<file path="src/rtl/dfx_stream_pkg.sv">
// Shared definitions for the DFX stream decoupler: FSM encoding and counter width.
package dfx_stream_pkg;

  typedef enum logic [1:0] {
    ST_PASS      = 2'd0,
    ST_DRAIN     = 2'd1,
    ST_DECOUPLED = 2'd2
  } dfx_state_e;

  localparam int BEAT_COUNT_WIDTH = 32;

endpackage : dfx_stream_pkg

</file>
<file path="src/rtl/stream_decouple_ctrl.sv">
// AXI-Stream decoupler for a reconfigurable partition. Passes the stream through
// with zero latency, drains any open packet when isolation is requested, and
// forces isolation (flagging timeout_err) if the drain stalls too long.
module stream_decouple_ctrl
  import dfx_stream_pkg::*;
#(
  parameter int DATA_WIDTH    = 32,
  parameter int TIMEOUT_WIDTH = 16
) (
  input  logic                        clk,
  input  logic                        reset,
  input  logic [DATA_WIDTH-1:0]       S_AXI_TDATA,
  input  logic [DATA_WIDTH/8-1:0]     S_AXI_TKEEP,
  input  logic                        S_AXI_TVALID,
  output logic                        S_AXI_TREADY,
  input  logic                        S_AXI_TLAST,
  output logic [DATA_WIDTH-1:0]       M_AXI_TDATA,
  output logic [DATA_WIDTH/8-1:0]     M_AXI_TKEEP,
  output logic                        M_AXI_TVALID,
  input  logic                        M_AXI_TREADY,
  output logic                        M_AXI_TLAST,
  input  logic                        decouple_req,
  input  logic [TIMEOUT_WIDTH-1:0]    timeout_limit,
  output logic                        decouple_ack,
  output logic                        timeout_err,
  input  logic                        err_clr,
  output logic [BEAT_COUNT_WIDTH-1:0] beat_count
);

  dfx_state_e                  state_q, state_d;
  logic                        in_pkt_q, in_pkt_d;
  logic [TIMEOUT_WIDTH-1:0]    drain_cnt_q, drain_cnt_d;
  logic                        ack_q;
  logic                        timeout_err_q;
  logic [BEAT_COUNT_WIDTH-1:0] beat_count_q;
  logic                        pass_s;
  logic                        accept_s;
  logic                        timeout_hit_s;

  // Pass/block decision and the combinational stream path; reset always blocks.
  always_comb begin
    pass_s = 1'b0;
    if (reset) begin
      pass_s = 1'b0;
    end else begin
      case (state_q)
        ST_PASS:      pass_s = 1'b1;
        ST_DRAIN:     pass_s = in_pkt_q;
        ST_DECOUPLED: pass_s = 1'b0;
        default:      pass_s = 1'b0;
      endcase
    end
    M_AXI_TDATA  = S_AXI_TDATA;
    M_AXI_TKEEP  = S_AXI_TKEEP;
    M_AXI_TLAST  = S_AXI_TLAST;
    M_AXI_TVALID = pass_s & S_AXI_TVALID;
    S_AXI_TREADY = pass_s & M_AXI_TREADY;
    accept_s     = S_AXI_TVALID & S_AXI_TREADY;
  end

  // Next state, packet tracking and drain-timeout detection.
  always_comb begin
    state_d       = state_q;
    in_pkt_d      = in_pkt_q;
    timeout_hit_s = 1'b0;
    if (accept_s) begin
      in_pkt_d = ~S_AXI_TLAST;
    end else begin
      in_pkt_d = in_pkt_q;
    end
    case (state_q)
      ST_PASS: begin
        if (decouple_req) begin
          state_d = ST_DRAIN;
        end else begin
          state_d = ST_PASS;
        end
      end
      ST_DRAIN: begin
        if (!decouple_req) begin
          state_d = ST_PASS;
        end else if (!in_pkt_d) begin
          // Packet boundary reached (possibly on this very edge's TLAST beat).
          state_d = ST_DECOUPLED;
        end else if ((timeout_limit != {TIMEOUT_WIDTH{1'b0}}) &&
                     (drain_cnt_q == (timeout_limit - TIMEOUT_WIDTH'(1)))) begin
          // Drain stalled: abandon the packet and isolate anyway.
          state_d       = ST_DECOUPLED;
          in_pkt_d      = 1'b0;
          timeout_hit_s = 1'b1;
        end else begin
          state_d = ST_DRAIN;
        end
      end
      ST_DECOUPLED: begin
        if (!decouple_req) begin
          state_d = ST_PASS;
        end else begin
          state_d = ST_DECOUPLED;
        end
      end
      default: begin
        state_d  = ST_PASS;
        in_pkt_d = 1'b0;
      end
    endcase
  end

  // Drain cycle counter: reload on DRAIN entry, count in DRAIN, hold otherwise.
  always_comb begin
    drain_cnt_d = drain_cnt_q;
    if ((state_q != ST_DRAIN) && (state_d == ST_DRAIN)) begin
      drain_cnt_d = {TIMEOUT_WIDTH{1'b0}};
    end else if (state_q == ST_DRAIN) begin
      drain_cnt_d = drain_cnt_q + TIMEOUT_WIDTH'(1);
    end else begin
      drain_cnt_d = drain_cnt_q;
    end
  end

  // FSM state register.
  always_ff @(posedge clk) begin
    if (reset) begin
      state_q <= ST_PASS;
    end else begin
      state_q <= state_d;
    end
  end

  // Packet flag, drain counter, status flags and beat counter.
  always_ff @(posedge clk) begin
    if (reset) begin
      in_pkt_q      <= 1'b0;
      drain_cnt_q   <= {TIMEOUT_WIDTH{1'b0}};
      ack_q         <= 1'b0;
      timeout_err_q <= 1'b0;
      beat_count_q  <= {BEAT_COUNT_WIDTH{1'b0}};
    end else begin
      in_pkt_q    <= in_pkt_d;
      drain_cnt_q <= drain_cnt_d;
      ack_q       <= (state_d == ST_DECOUPLED);
      if (timeout_hit_s) begin
        timeout_err_q <= 1'b1;
      end else if (err_clr) begin
        timeout_err_q <= 1'b0;
      end
      if (accept_s) begin
        beat_count_q <= beat_count_q + BEAT_COUNT_WIDTH'(1);
      end
    end
  end

  assign decouple_ack = ack_q;
  assign timeout_err  = timeout_err_q;
  assign beat_count   = beat_count_q;

endmodule : stream_decouple_ctrl

</file>
<file path="config.mk">
export PLATFORM = sky130hd
export DESIGN_NAME = stream_decouple_ctrl
export DESIGN_NICKNAME = d
export VERILOG_FILES = /design/src/rtl/dfx_stream_pkg.sv /design/src/rtl/stream_decouple_ctrl.sv
export SDC_FILE = /design/constraint.sdc
export NUM_CORES = 1
export LEC_CHECK = 0
export BUFFER_PORTS_ARGS = -buffer_cell sky130_fd_sc_hd__buf_2
export CORE_ASPECT_RATIO = 0.8
export CORE_MARGIN = 2
export CORE_UTILIZATION = 45
export DETAILED_ROUTE_END_ITERATION = 12
export PLACE_DENSITY = 0.8
export SLEW_MARGIN = 25
export SYNTH_ARGS = -nofsm -noshare
export SYNTH_HDL_FRONTEND = slang
export SYNTH_SLANG_ARGS = --single-unit
</file>
<file path="constraint.sdc">
create_clock -name clk -period 3.1 [get_ports clk]
set_input_delay 0.465 -clock clk [delete_from_list [all_inputs] [get_ports clk]]
set_output_delay 0.465 -clock clk [all_outputs]
set_load 0.02 [all_outputs]
</file>
### Word level (Yosys, flattened, before mapping)

Cells that the tools add are included.

* output and inout bits: 73
* flip-flop bits (word level): 53
* input port bits: 59

* eq/ne operators: 6
* mux-type cells: 19
* reduce and logical (&&, ||, !) cells: 7
* bitwise logic cells: 4
* add/subtract/negate cells: 3

Operators with widths (count)
* adder 32 x 1 -> 32 bit (second input constant): 1
* adder 16 x 1 -> 16 bit (second input constant): 1
* == test 16 bit: 1
* nonzero test 16 bit: 1
* subtractor 16 x 1 -> 16 bit (second input constant): 1
* two-way mux 1 bit: 12
* two-way mux 2 bit: 4
* one-hot mux 2 bit (3 select lines): 1
* == test 2 x 1 -> 1 bit (second input constant): 2
* == test 2 bit (second input constant): 2
* one-hot mux 1 bit (2 select lines): 2
* OR reduction 2 bit: 2
* AND 1 bit: 3
* logical AND 1 bit: 2
* zero test 2 bit: 1
* inequality test 2 x 1 -> 1 bit (second input constant): 1
* nonzero test 2 bit: 1
* inverter 1 bit: 1

### Longest topological paths before layout

Gate-level depths: netlist of run 1.

* word-level depth: 12
* mapped depth: 9
* mapped depth without buffers: 8

### Worst setup path before layout of run 1

Ideal clock, no wire load.

* kind: input -> register
* start: in timeout_limit[2]
* end: reg state_q[0]
* setup slack: 0.442 ns
* buffers on the path: 1
* data required time: 2.959 ns
* arrival time: 2.517 ns
* stages: 7
* library setup time: 0.141 ns
* cell sequence: clkbuf_1 -> nor4_1 -> nand4_1 -> xnor2_1 -> or4_1 -> a2111oi_4 -> o32ai_1

* cells in the longest elaborated chain, start to end: 7
* elaborated cells between the ends (all ways): 8
* those cells by class: 1 x add/sub; 1 x eq/ne; 4 x mux; 2 x reduce/logical

RTL lines
* start, declared: RTL line stream_decouple_ctrl.sv:23 `input logic [TIMEOUT_WIDTH-1:0] timeout_limit,`
* subtractor 16 x 1 -> 16 bit: RTL line stream_decouple_ctrl.sv:86 `(drain_cnt_q == (timeout_limit - TIMEOUT_WIDTH'(1)))) begin`
* == test 16 bit: RTL line stream_decouple_ctrl.sv:86
* logical AND 1 bit *: RTL line stream_decouple_ctrl.sv:85 `end else if ((timeout_limit != {TIMEOUT_WIDTH{1'b0}}) &&`
* two-way mux 2 bit *: RTL line stream_decouple_ctrl.sv:85
* two-way mux 2 bit *: RTL line stream_decouple_ctrl.sv:82 `end else if (!in_pkt_d) begin`
* two-way mux 2 bit *: RTL line stream_decouple_ctrl.sv:80 `if (!decouple_req) begin`
* one-hot mux 2 bit (3 select lines) *: RTL line stream_decouple_ctrl.sv:71 `case (state_q)`
* end signal, assigned: RTL line stream_decouple_ctrl.sv:126 `state_q <= state_d;`
* end, declared: RTL line stream_decouple_ctrl.sv:30 `dfx_state_e state_q, state_d;`

Every way passes the cells marked *; elsewhere a longest branch is shown, timed or not.
A chain may end at the register's enable or synchronous reset.

### Worst setup path after layout of run 1

* start: in timeout_limit[6]
* end: reg state_q[0]

The elaborated chain is that of the path after synthesis.

==> flow_metrics.py, run 1 <==
metrics = {
    "cells_and_area": {
        "num-fill-cells": 680,
        "synthToLayoutAreaGrowth_pct": 6.12,
        "drive_above_1_share_pct": 19.9,
        "finalNetCount": 454,
        "n_antenna_cell": 0,
    },
    "clocking": {
        "postCtsSetupBuffers": 0,
        "cts_hold_buf": 0,
        "cts_inserted_buffers": 5,
        "htree_num_levels": 2,
        "clkLatencyLatePin_ns": 0.29,
        "cts_sinks": 53,
        "path_clk_slew_ns": 0.08,
        "cts_buffer_depth": 2,
        "tritoncts": "done",
        "cts-resized-gates": 0,
        "cts-root-buf": "clkbuf_8",
    },
    "critical_path": {
        "rr_worst_depth": 6,
        "r2r-end": "state_q[0]",
        "setup.worst_path.start": "timeout_limit[6]",
        "cp-start-kind": "input port",
        "r2r_start": "drain_cnt_q[10]",
        "critPathCapture": "state_q[0]",
        "cp.arrival_ns": 2.78,
        "crit_required_ns": 3.26,
        "path_class": "in -> reg",
        "crit_path_end_kind": "flip-flop",
        "cp_max_fo": 5,
        "reg2reg_slack_ns": 0.64,
    },
    "placed_design": {
        "dp_hpwl_mm": 4.71,
        "gp_congestion": 0.924,
        "port_buffers": 59,
    },
    "logic_synthesis": {
        "yosysMostFrequentCell": "nor2_1",
        "avgSynthCellArea_um2": 8.35,
        "yosysUniqueCellTypes": 49,
        "synth_common_cells": "56 x nor2_1, 53 x dfxtp_1, 38 x buf_4, 38 x xor2_1, 24 x xnor2_1",
        "synth_top_area_share_pct": 33.9,
        "synth-main-ff-cell": "dfxtp_1",
        "yosys.area.top_type": "dfxtp_1",
        "synth-edff-count": 0,
        "syn-num-nets": 437,
        "ys_warn_count": 0,
        "yosys-top-cells-area": "dfxtp_1 34%, xor2_1 11%, buf_4 9.1%, nor2_1 6.7%, xnor2_1 6.7%",
        "synth_area_mm2": 0.00313,
        "postSynthCellCount": 375,
        "seq_area_frac_synth_pct": 33.9,
        "async_flop_share_pct": 0,
        "synth-seq-cells": 53,
    },
    "power_and_ir_drop": {
        "p_leak_nw": 1.32,
        "ir_worst_vdd_mv": 0.241,
        "powerDensity_mw_per_mm2": 375,
    },
    "timing": {
        "fin_hold_ws_ns": 0.386,
        "finalSetupViolations": 0,
        "tns_ns": 0,
        "hold_viol": 0,
        "fin_crit_ns": 2.63,
        "min_period_over_period_pct": 84.7,
        "slew_headroom_pct": 55.3,
        "tightest_slew_ns": 0.671,
        "rsz0062_at_grt": "no",
        "skew_ns": 0.00940,
        "slew_viol_final": 0,
        "max_freq_ghz": 0.381,
    },
    "floorplan": {
        "rows": 27,
        "die_area_mm2": 0.00764,
        "core_mm2": 0.00682,
        "die_h_um": 78.6,
        "die_x_um": 97.3,
        "io_pins": 132,
        "start_util_pct": 45.9,
    },
    "global_routing": {
        "grt_max_degree": 39,
        "grt_pass1_wl_mm": 10.6,
        "overflow": 0,
        "grtUsageTotal_pct": 16.2,
        "grt_antenna_before_repair": 0,
        "grt_pass1_vias": 2417,
    },
    "drt": {
        "first_iter_violations": 154,
        "ant_nets": 0,
        "route.vias.total": 2577,
        "drc": 0,
        "wl_per_cell_um": 13.1,
        "viasPerCell": 5.38,
        "drt_wl_total_mm": 6.28,
        "dr.pass1.iters": 4,
    },
    "worst_hold_path": {
        "worstHoldPathType": "in -> reg",
    },
    "run": {
        "maxCapViolCount": 0,
    },
    "outcome": {
        "status": "finished clean",
    },
}
==> where the power goes <==
part	total, W	internal, W	switching, W
clock	0.000447	0.000235	0.000212
sequential	0.000691	0.000685	0.00000668
combinational	0.000106	0.0000419	0.0000640
total	0.00124	0.000962	0.000283
==> layer usage <==
metal	wire length [µm]	vias to the layer above	global-route usage, %
met1	2960	1202	21.2
met3	329	18	2.58
met4	102	0	5.69
met2	2880	66	27.4
met5	0	-	0
li1	-	1291	-
==> area by class of cell <==
cell class | count | area [µm²] | share of cell area [%]
clock buffers | 5 | 68.8 | 2.07
inverters | 7 | 26.3 | 0.791
repair buffers | 62 | 318 | 9.57
multi-input cells | 263 | 1700 | 51.3
clock inverters | 2 | 35.0 | 1.05
well taps | 87 | 109 | 3.28
flip-flops and latches | 53 | 1060 | 31.9
==> logic make-up (layout without fill, tap and decap cells) <==
| group | count (synthesis) | in the layout | synth area share, % |
|---|---|---|---|
| fa+ha+maj | 3 | 3 | 1.20 |
| flops | 53 | 53 | 33.9 |
| simple gates | 164 | 164 | 26.8 |
| buf+inv | 59 | 76 | 11.9 |
| compound gates | 32 | 32 | 8.23 |
| mux | 2 | 2 | 0.679 |
| xor+xnor | 62 | 62 | 17.3 |
==> per-stage QoR <==
| step | util [%] | worst slack (ns) | cells | power [W] | cell area (µm²) |
|---|---|---|---|---|---|
| 2_1_floorplan | - | 0.442 | 375 | 0.000844 | 3130 |
| 3_3_place_gp | 47.2 | 0.244 | 472 | 0.000809 | 3220 |
| 3_5_place_dp | 47.2 | 0.181 | 472 | 0.000813 | 3220 |
| 4_1_cts | 48.7 | 0.483 | 479 | 0.00126 | 3320 |
| 5_1_grt | 48.7 | 0.417 | 479 | 0.00131 | 3320 |
| 6_report | 48.7 | 0.475 | 479 | 0.00124 | 3320 |
==> cell usage in the layout, fill, tap and decap left out, drive strengths merged, types with 6 or more instances in the layout <==
master	count
nor4	6
nand4	18
nand3	20
and3	10
nor2	56
buf	62
nor3	9
dfxtp	53
nand2	21
xor2	38
inv	7
xnor2	24
==> sequential cells by signal, summed over array words and instances (netlist names) <==
| name | count |
|---|---|
| state_q | 2 |
| drain_cnt_q | 16 |
| in_pkt_q | 1 |
| decouple_ack | 1 |
| timeout_err | 1 |
| beat_count | 32 |
==> worst max-delay path: stages <==
cell       delay, ns
buf_2           0.14
or3_4           0.41
or4b_1          0.51
a311o_1         0.33
a211o_1         0.34
a2111oi_4       0.43
o32ai_1         0.16
==> worst min path at each step <==
| stage | from | to | slack [ns] | depth (start not counted) |
|---|---|---|---|---|
| final | decouple_req | in_pkt_q | 0.39 | 2 |
| after detailed placement | beat_count[1] | beat_count[1] | 0.50 | 2 |
| after global routing | decouple_req | in_pkt_q | 0.38 | 2 |
| after floorplan | drain_cnt_q[13] | drain_cnt_q[13] | 0.48 | 2 |
| after CTS | decouple_req | in_pkt_q | 0.37 | 2 |
| after global placement | beat_count[10] | beat_count[10] | 0.49 | 2 |
No activity file was read; power rests on OpenSTA's default activity.
==> run 2: changes to the inputs <==
--- a/config.mk
+++ b/config.mk
@@ -8,9 +8,9 @@
 export BUFFER_PORTS_ARGS = -buffer_cell sky130_fd_sc_hd__buf_2
 export CORE_ASPECT_RATIO = 0.8
 export CORE_MARGIN = 2
-export CORE_UTILIZATION = 45
+export CORE_UTILIZATION = 44
 export DETAILED_ROUTE_END_ITERATION = 12
-export PLACE_DENSITY = 0.8
+export PLACE_DENSITY = 0.81
 export SLEW_MARGIN = 25
 export SYNTH_ARGS = -nofsm -noshare
 export SYNTH_HDL_FRONTEND = slang
==> constraint.sdc (replaced) <==
create_clock -name clk -period 2.1 [get_ports clk]
set_input_delay 0.315 -clock clk [delete_from_list [all_inputs] [get_ports clk]]
set_output_delay 0.315 -clock clk [all_outputs]
set_load 0.02 [all_outputs]
==> flow_metrics.py, run 2 (synthesized netlist as in run 1, its figures left out) <==
metrics = {
    "outcome": {
        "status": "finished, violations left",
        "violations": "setup timing",
    },
    "placed_design": {
        "gp_congestion": 0.802,
        "port_buffers": 59,
        "dpl_worst_slack_ns": -0.438,
        "dp_hpwl_mm": 5.23,
    },
    "timing": {
        "slew_headroom_pct": 66.2,
        "fin_crit_ns": 2.18,
        "skew_ns": 0.0114,
        "tns_ns": -0.267,
        "tightest_slew_ns": 0.507,
        "slew_viol_final": 0,
        "max_freq_ghz": 0.459,
        "min_period_over_period_pct": 104,
        "finalSetupViolations": 5,
        "layout_setup_ws_ns": -0.0804,
        "hold_viol": 0,
        "rsz0062_at_grt": "yes",
    },
    "worst_hold_path": {
        "holdPathEnd": "in_pkt_q",
        "worstHoldPathType": "in -> reg",
        "min_from": "decouple_req",
        "hold_path_depth": 2,
    },
    "critical_path": {
        "cp-start-kind": "input port",
        "r2r_start": "drain_cnt_q[10]",
        "cp.arrival_ns": 2.42,
        "path_class": "in -> reg",
        "cp_max_fo": 5,
        "crit_path_end_kind": "flip-flop",
        "crit_required_ns": 2.34,
        "rr_worst_depth": 7,
        "r2r-end": "decouple_ack",
        "reg2reg_slack_ns": -0.02,
    },
    "cells_and_area": {
        "multiInputGateArea_mm2": 0.00179,
        "num-fill-cells": 658,
        "n_antenna_cell": 0,
        "synthToLayoutAreaGrowth_pct": 18.3,
        "largest_register_ffs": 32,
        "final_cell_mix": "57 x buf_2, 56 x nor2_1, 53 x dfxtp_1",
        "final_common_cell": "buf_2",
        "drive_above_1_share_pct": 28.6,
        "regArea_mm2": 0.00106,
        "finalNetCount": 487,
    },
    "global_routing": {
        "grt_max_degree": 38,
        "overflow": 0,
        "grt_pass1_vias": 2639,
        "grtUsageTotal_pct": 17.8,
        "grt_antenna_before_repair": 0,
        "grt_pass1_wl_mm": 11.7,
    },
    "drt": {
        "viasPerCell": 5.29,
        "drt_wl_total_mm": 7.04,
        "route.vias.total": 2715,
        "wl_per_cell_um": 13.7,
        "dr.pass1.iters": 5,
        "first_iter_violations": 89,
        "ant_nets": 0,
        "drc": 0,
    },
    "power_and_ir_drop": {
        "powerDensity_mw_per_mm2": 549,
        "p_leak_nw": 1.52,
        "ir_worst_vdd_mv": 0.332,
    },
    "clocking": {
        "cts_buffer_depth": 2,
        "cts-root-buf": "clkbuf_8",
        "htree_num_levels": 2,
        "path_clk_slew_ns": 0.09,
        "cts_sinks": 53,
        "cts_hold_buf": 0,
        "cts_inserted_buffers": 5,
        "clkLatencyLatePin_ns": 0.30,
        "tritoncts": "done",
    },
    "floorplan": {
        "die_h_um": 79.4,
        "die_x_um": 98.3,
        "rows": 27,
        "die_area_mm2": 0.00781,
        "start_util_pct": 45.4,
        "core_mm2": 0.00689,
        "io_pins": 132,
    },
    "run": {
        "maxCapViolCount": 0,
    },
}
-- run 2: power breakdown --
group | internal (W) | switching, W | leakage, nW
sequential | 0.00101 | 0.0000116 | 0.427
clock | 0.000474 | 0.000327 | 0.0681
combinational | 0.000100 | 0.000112 | 1.02
-- run 2: worst max-delay path by stage --
stage	start	to	slack (ns)	cells after the start
2_1_floorplan	timeout_limit[2]	in_pkt_q	-0.17	7
3_3_place_gp	timeout_limit[3]	in_pkt_q	-0.39	7
3_5_place_dp	timeout_limit[6]	in_pkt_q	-0.44	7
4_1_cts	timeout_limit[6]	decouple_ack	-0.06	8
5_1_grt	timeout_limit[4]	decouple_ack	-0.15	10
6_report	timeout_limit[6]	decouple_ack	-0.08	9
-- run 2: worst max-delay path, cell delays in order --
cell	delay (ns)
buf_6	0.09
or3_4	0.38
buf_4	0.15
o31ai_2	0.22
o21ai_1	0.09
or4_4	0.53
a2111oi_4	0.29
buf_6	0.18
o311a_1	0.17
-- run 2: through the flow --
step	area (µm²)	std cells	hold WS, ns	total power (W)	utilization (%)
2_1_floorplan	3170	375	0.423	0.00125	-
3_3_place_gp	3440	499	0.487	0.00123	50.0
3_5_place_dp	3440	499	0.498	0.00124	50.0
4_1_cts	3600	509	0.230	0.00204	52.3
5_1_grt	3700	513	0.272	0.00212	53.8
6_report	3700	513	0.284	0.00203	53.8
-- run 2: area by class of cell --
type,instances,share of cell area (%)
clock buffer,5,1.86
clock inverter,3,1.76
inverter,7,0.709
multi-input combinational,263,48.3
sequential,53,28.6
tap,87,2.94
timing repair buffer,95,15.8
-- run 2: per-layer routing --
layer  vias up  routed length [µm]  part of all wire (%)  global-route usage (%)
li1       1351                   -                     -                       -
met2        69                3430                    49                    31.1
met1      1275                3160                    45                    22.3
met4         0                 134                   1.9                    5.48
met3        20                 304                   4.3                    3.59
met5         -                   0                     0                       0
-- run 2: what timing repair did --
action / CTS / global route
endpoints found under the setup margin: 5 / 8
setup buffers: 2 / 4
resized for setup: 2 / 10
pin swaps: 1 / 5
==> run 3: changes to the inputs <==
--- a/config.mk
+++ b/config.mk
@@ -8,9 +8,9 @@
 export BUFFER_PORTS_ARGS = -buffer_cell sky130_fd_sc_hd__buf_2
 export CORE_ASPECT_RATIO = 0.8
 export CORE_MARGIN = 2
-export CORE_UTILIZATION = 44
+export CORE_UTILIZATION = 45
 export DETAILED_ROUTE_END_ITERATION = 12
-export PLACE_DENSITY = 0.81
+export PLACE_DENSITY = 0.8
 export SLEW_MARGIN = 25
 export SYNTH_ARGS = -nofsm -noshare
 export SYNTH_HDL_FRONTEND = slang
==> constraint.sdc (replaced) <==
create_clock -name clk -period 2.7 [get_ports clk]
set_input_delay 0.405 -clock clk [delete_from_list [all_inputs] [get_ports clk]]
set_output_delay 0.405 -clock clk [all_outputs]
set_load 0.02 [all_outputs]
==> flow_metrics.py, run 3 (synthesized netlist as in run 1, its figures left out) <==
metrics = {
    "outcome": {
        "status": "finished clean",
    },
    "drt": {
        "route.vias.total": 2603,
        "drc": 0,
        "ant_nets": 0,
        "drt_wl_total_mm": 6.39,
        "wl_per_cell_um": 13.1,
        "viasPerCell": 5.34,
        "first_iter_violations": 101,
        "dr.pass1.iters": 4,
    },
    "clocking": {
        "cts_sinks": 53,
        "htree_num_levels": 2,
        "path_clk_slew_ns": 0.09,
        "cts-root-buf": "clkbuf_8",
        "clkLatencyLatePin_ns": 0.30,
        "cts-resized-gates": 0,
        "cts_inserted_buffers": 5,
        "postCtsSetupBuffers": 0,
        "cts_buffer_depth": 2,
        "cts_hold_buf": 0,
        "tritoncts": "done",
    },
    "global_routing": {
        "grt_pass1_vias": 2448,
        "grt_use_met1_pct": 21.5,
        "grt_pass1_wl_mm": 10.7,
        "grt_busiest_layer": "met2",
        "use_met3_pct": 2.58,
        "overflow": 0,
        "grt_max_degree": 38,
        "grtUsageTotal_pct": 16.3,
        "grt_antenna_before_repair": 0,
        "gr-usage-met2_pct": 27.6,
    },
    "power_and_ir_drop": {
        "p_leak_nw": 1.36,
        "p_sw_share_pct": 22.5,
        "p_int_w": 0.00114,
        "pwr-share-seq_pct": 53.8,
        "total_power_w": 0.00147,
        "p_switching_w": 0.000332,
        "clkPwrFrac_pct": 37.3,
        "ir_worst_vdd_mv": 0.212,
        "p_comb_share_pct": 8.9,
        "powerDensity_mw_per_mm2": 435,
    },
    "critical_path": {
        "cp-start-kind": "input port",
        "crit_path_end_kind": "flip-flop",
        "crit_buf_inv": 1,
        "cpPeakStageDelay_ns": 0.50,
        "path_class": "in -> reg",
        "path_delay_family": "compound AO/OA/AOI/OAI gates",
        "crit_required_ns": 2.86,
        "crit_slowest_cell": "or4b_1",
        "path_cells": "buf_2 > or3_4 > or4b_1 > a311o_1 > a211o_1 > a2111oi_4 > o32ai_1",
        "cp_max_fo": 5,
        "cp.arrival_ns": 2.63,
    },
    "timing": {
        "slew_headroom_pct": 62.5,
        "fin_hold_ws_ns": 0.330,
        "slew_viol_final": 0,
        "skew_ns": 0.0109,
        "hold_viol": 0,
        "min_period_over_period_pct": 91.7,
        "rsz0062_at_grt": "no",
        "layout_setup_ws_ns": 0.225,
        "tns_ns": 0,
        "tightest_slew_ns": 0.558,
        "finalSetupViolations": 0,
        "max_freq_ghz": 0.404,
        "fin_crit_ns": 2.48,
    },
    "cells_and_area": {
        "final_common_cell": "buf_2",
        "largest_register_ffs": 32,
        "multiInputGateArea_mm2": 0.00170,
        "synthToLayoutAreaGrowth_pct": 8.31,
        "drive_above_1_share_pct": 21.5,
        "final_cell_mix": "59 x buf_2, 56 x nor2_1, 53 x dfxtp_1",
        "n_antenna_cell": 0,
        "num-fill-cells": 665,
        "regArea_mm2": 0.00106,
        "finalNetCount": 461,
    },
    "floorplan": {
        "io_pins": 132,
        "start_util_pct": 45.9,
        "die_h_um": 78.6,
        "die_area_mm2": 0.00764,
        "die_x_um": 97.3,
        "core_mm2": 0.00682,
        "rows": 27,
    },
    "placed_design": {
        "gp_congestion": 0.891,
        "dpl_worst_slack_ns": -0.0681,
        "port_buffers": 59,
        "dp_hpwl_mm": 4.84,
    },
    "worst_hold_path": {
        "worstHoldPathType": "in -> reg",
    },
    "run": {
        "maxCapViolCount": 0,
    },
}
run 3: cell types whose count changed in the layout (fill, tap and decap cells not counted), moves of 2 or more:
| cell | before | now |
|---|---|---|
| or4_1 | 0 | 2 |
| a31oi_1 | 0 | 2 |
| buf_2 | 57 | 59 |
| or4_4 | 2 | 0 |
| buf_6 | 4 | 0 |
| buf_4 | 34 | 10 |
run 3: path summary, 6_finish.rpt:
check,from,endpoint,slack (ns),cells after the start
worst max-delay path,timeout_limit[6],state_q[0],0.22,7
worst min-delay path,decouple_req,in_pkt_q,0.33,2
worst max register to register,drain_cnt_q[10],state_q[0],0.25,6
worst min register to register,beat_count[10],beat_count[10],0.51,2
run 3: per-layer routing:
layer	vias up	wire, µm	share of wire, %
li1	1304	-	-
met1	1228	3080	48
met2	55	2960	46
met3	16	265	4.1
met4	0	80	1.3
met5	-	0	0
run 3: per-stage QoR:
step | area, µm² | instances | utilization [%]
2_1_floorplan | 3130 | 375 | -
3_3_place_gp | 3270 | 479 | 47.9
3_5_place_dp | 3270 | 479 | 47.9
4_1_cts | 3390 | 487 | 49.7
5_1_grt | 3390 | 487 | 49.7
6_report | 3390 | 487 | 49.7
run 3: final cells by class:
class | count | share of cell area, %
clock inverter | 2 | 1.11
sequential | 53 | 31.3
tap | 87 | 3.21
inverter | 7 | 0.775
clock buffer | 6 | 2.44
multi-input combinational | 263 | 50.3
timing repair buffer | 69 | 10.9
run 3: power by group through the flow:
stage               clock network (W)  registers, W  logic (W)
floorplan                           0      0.000811   0.000158
global placement                    0      0.000811   0.000126
detailed placement                  0      0.000812   0.000130
CTS                          0.000573      0.000794   0.000131
global route                 0.000602      0.000795   0.000145
finish                       0.000550      0.000794   0.000131
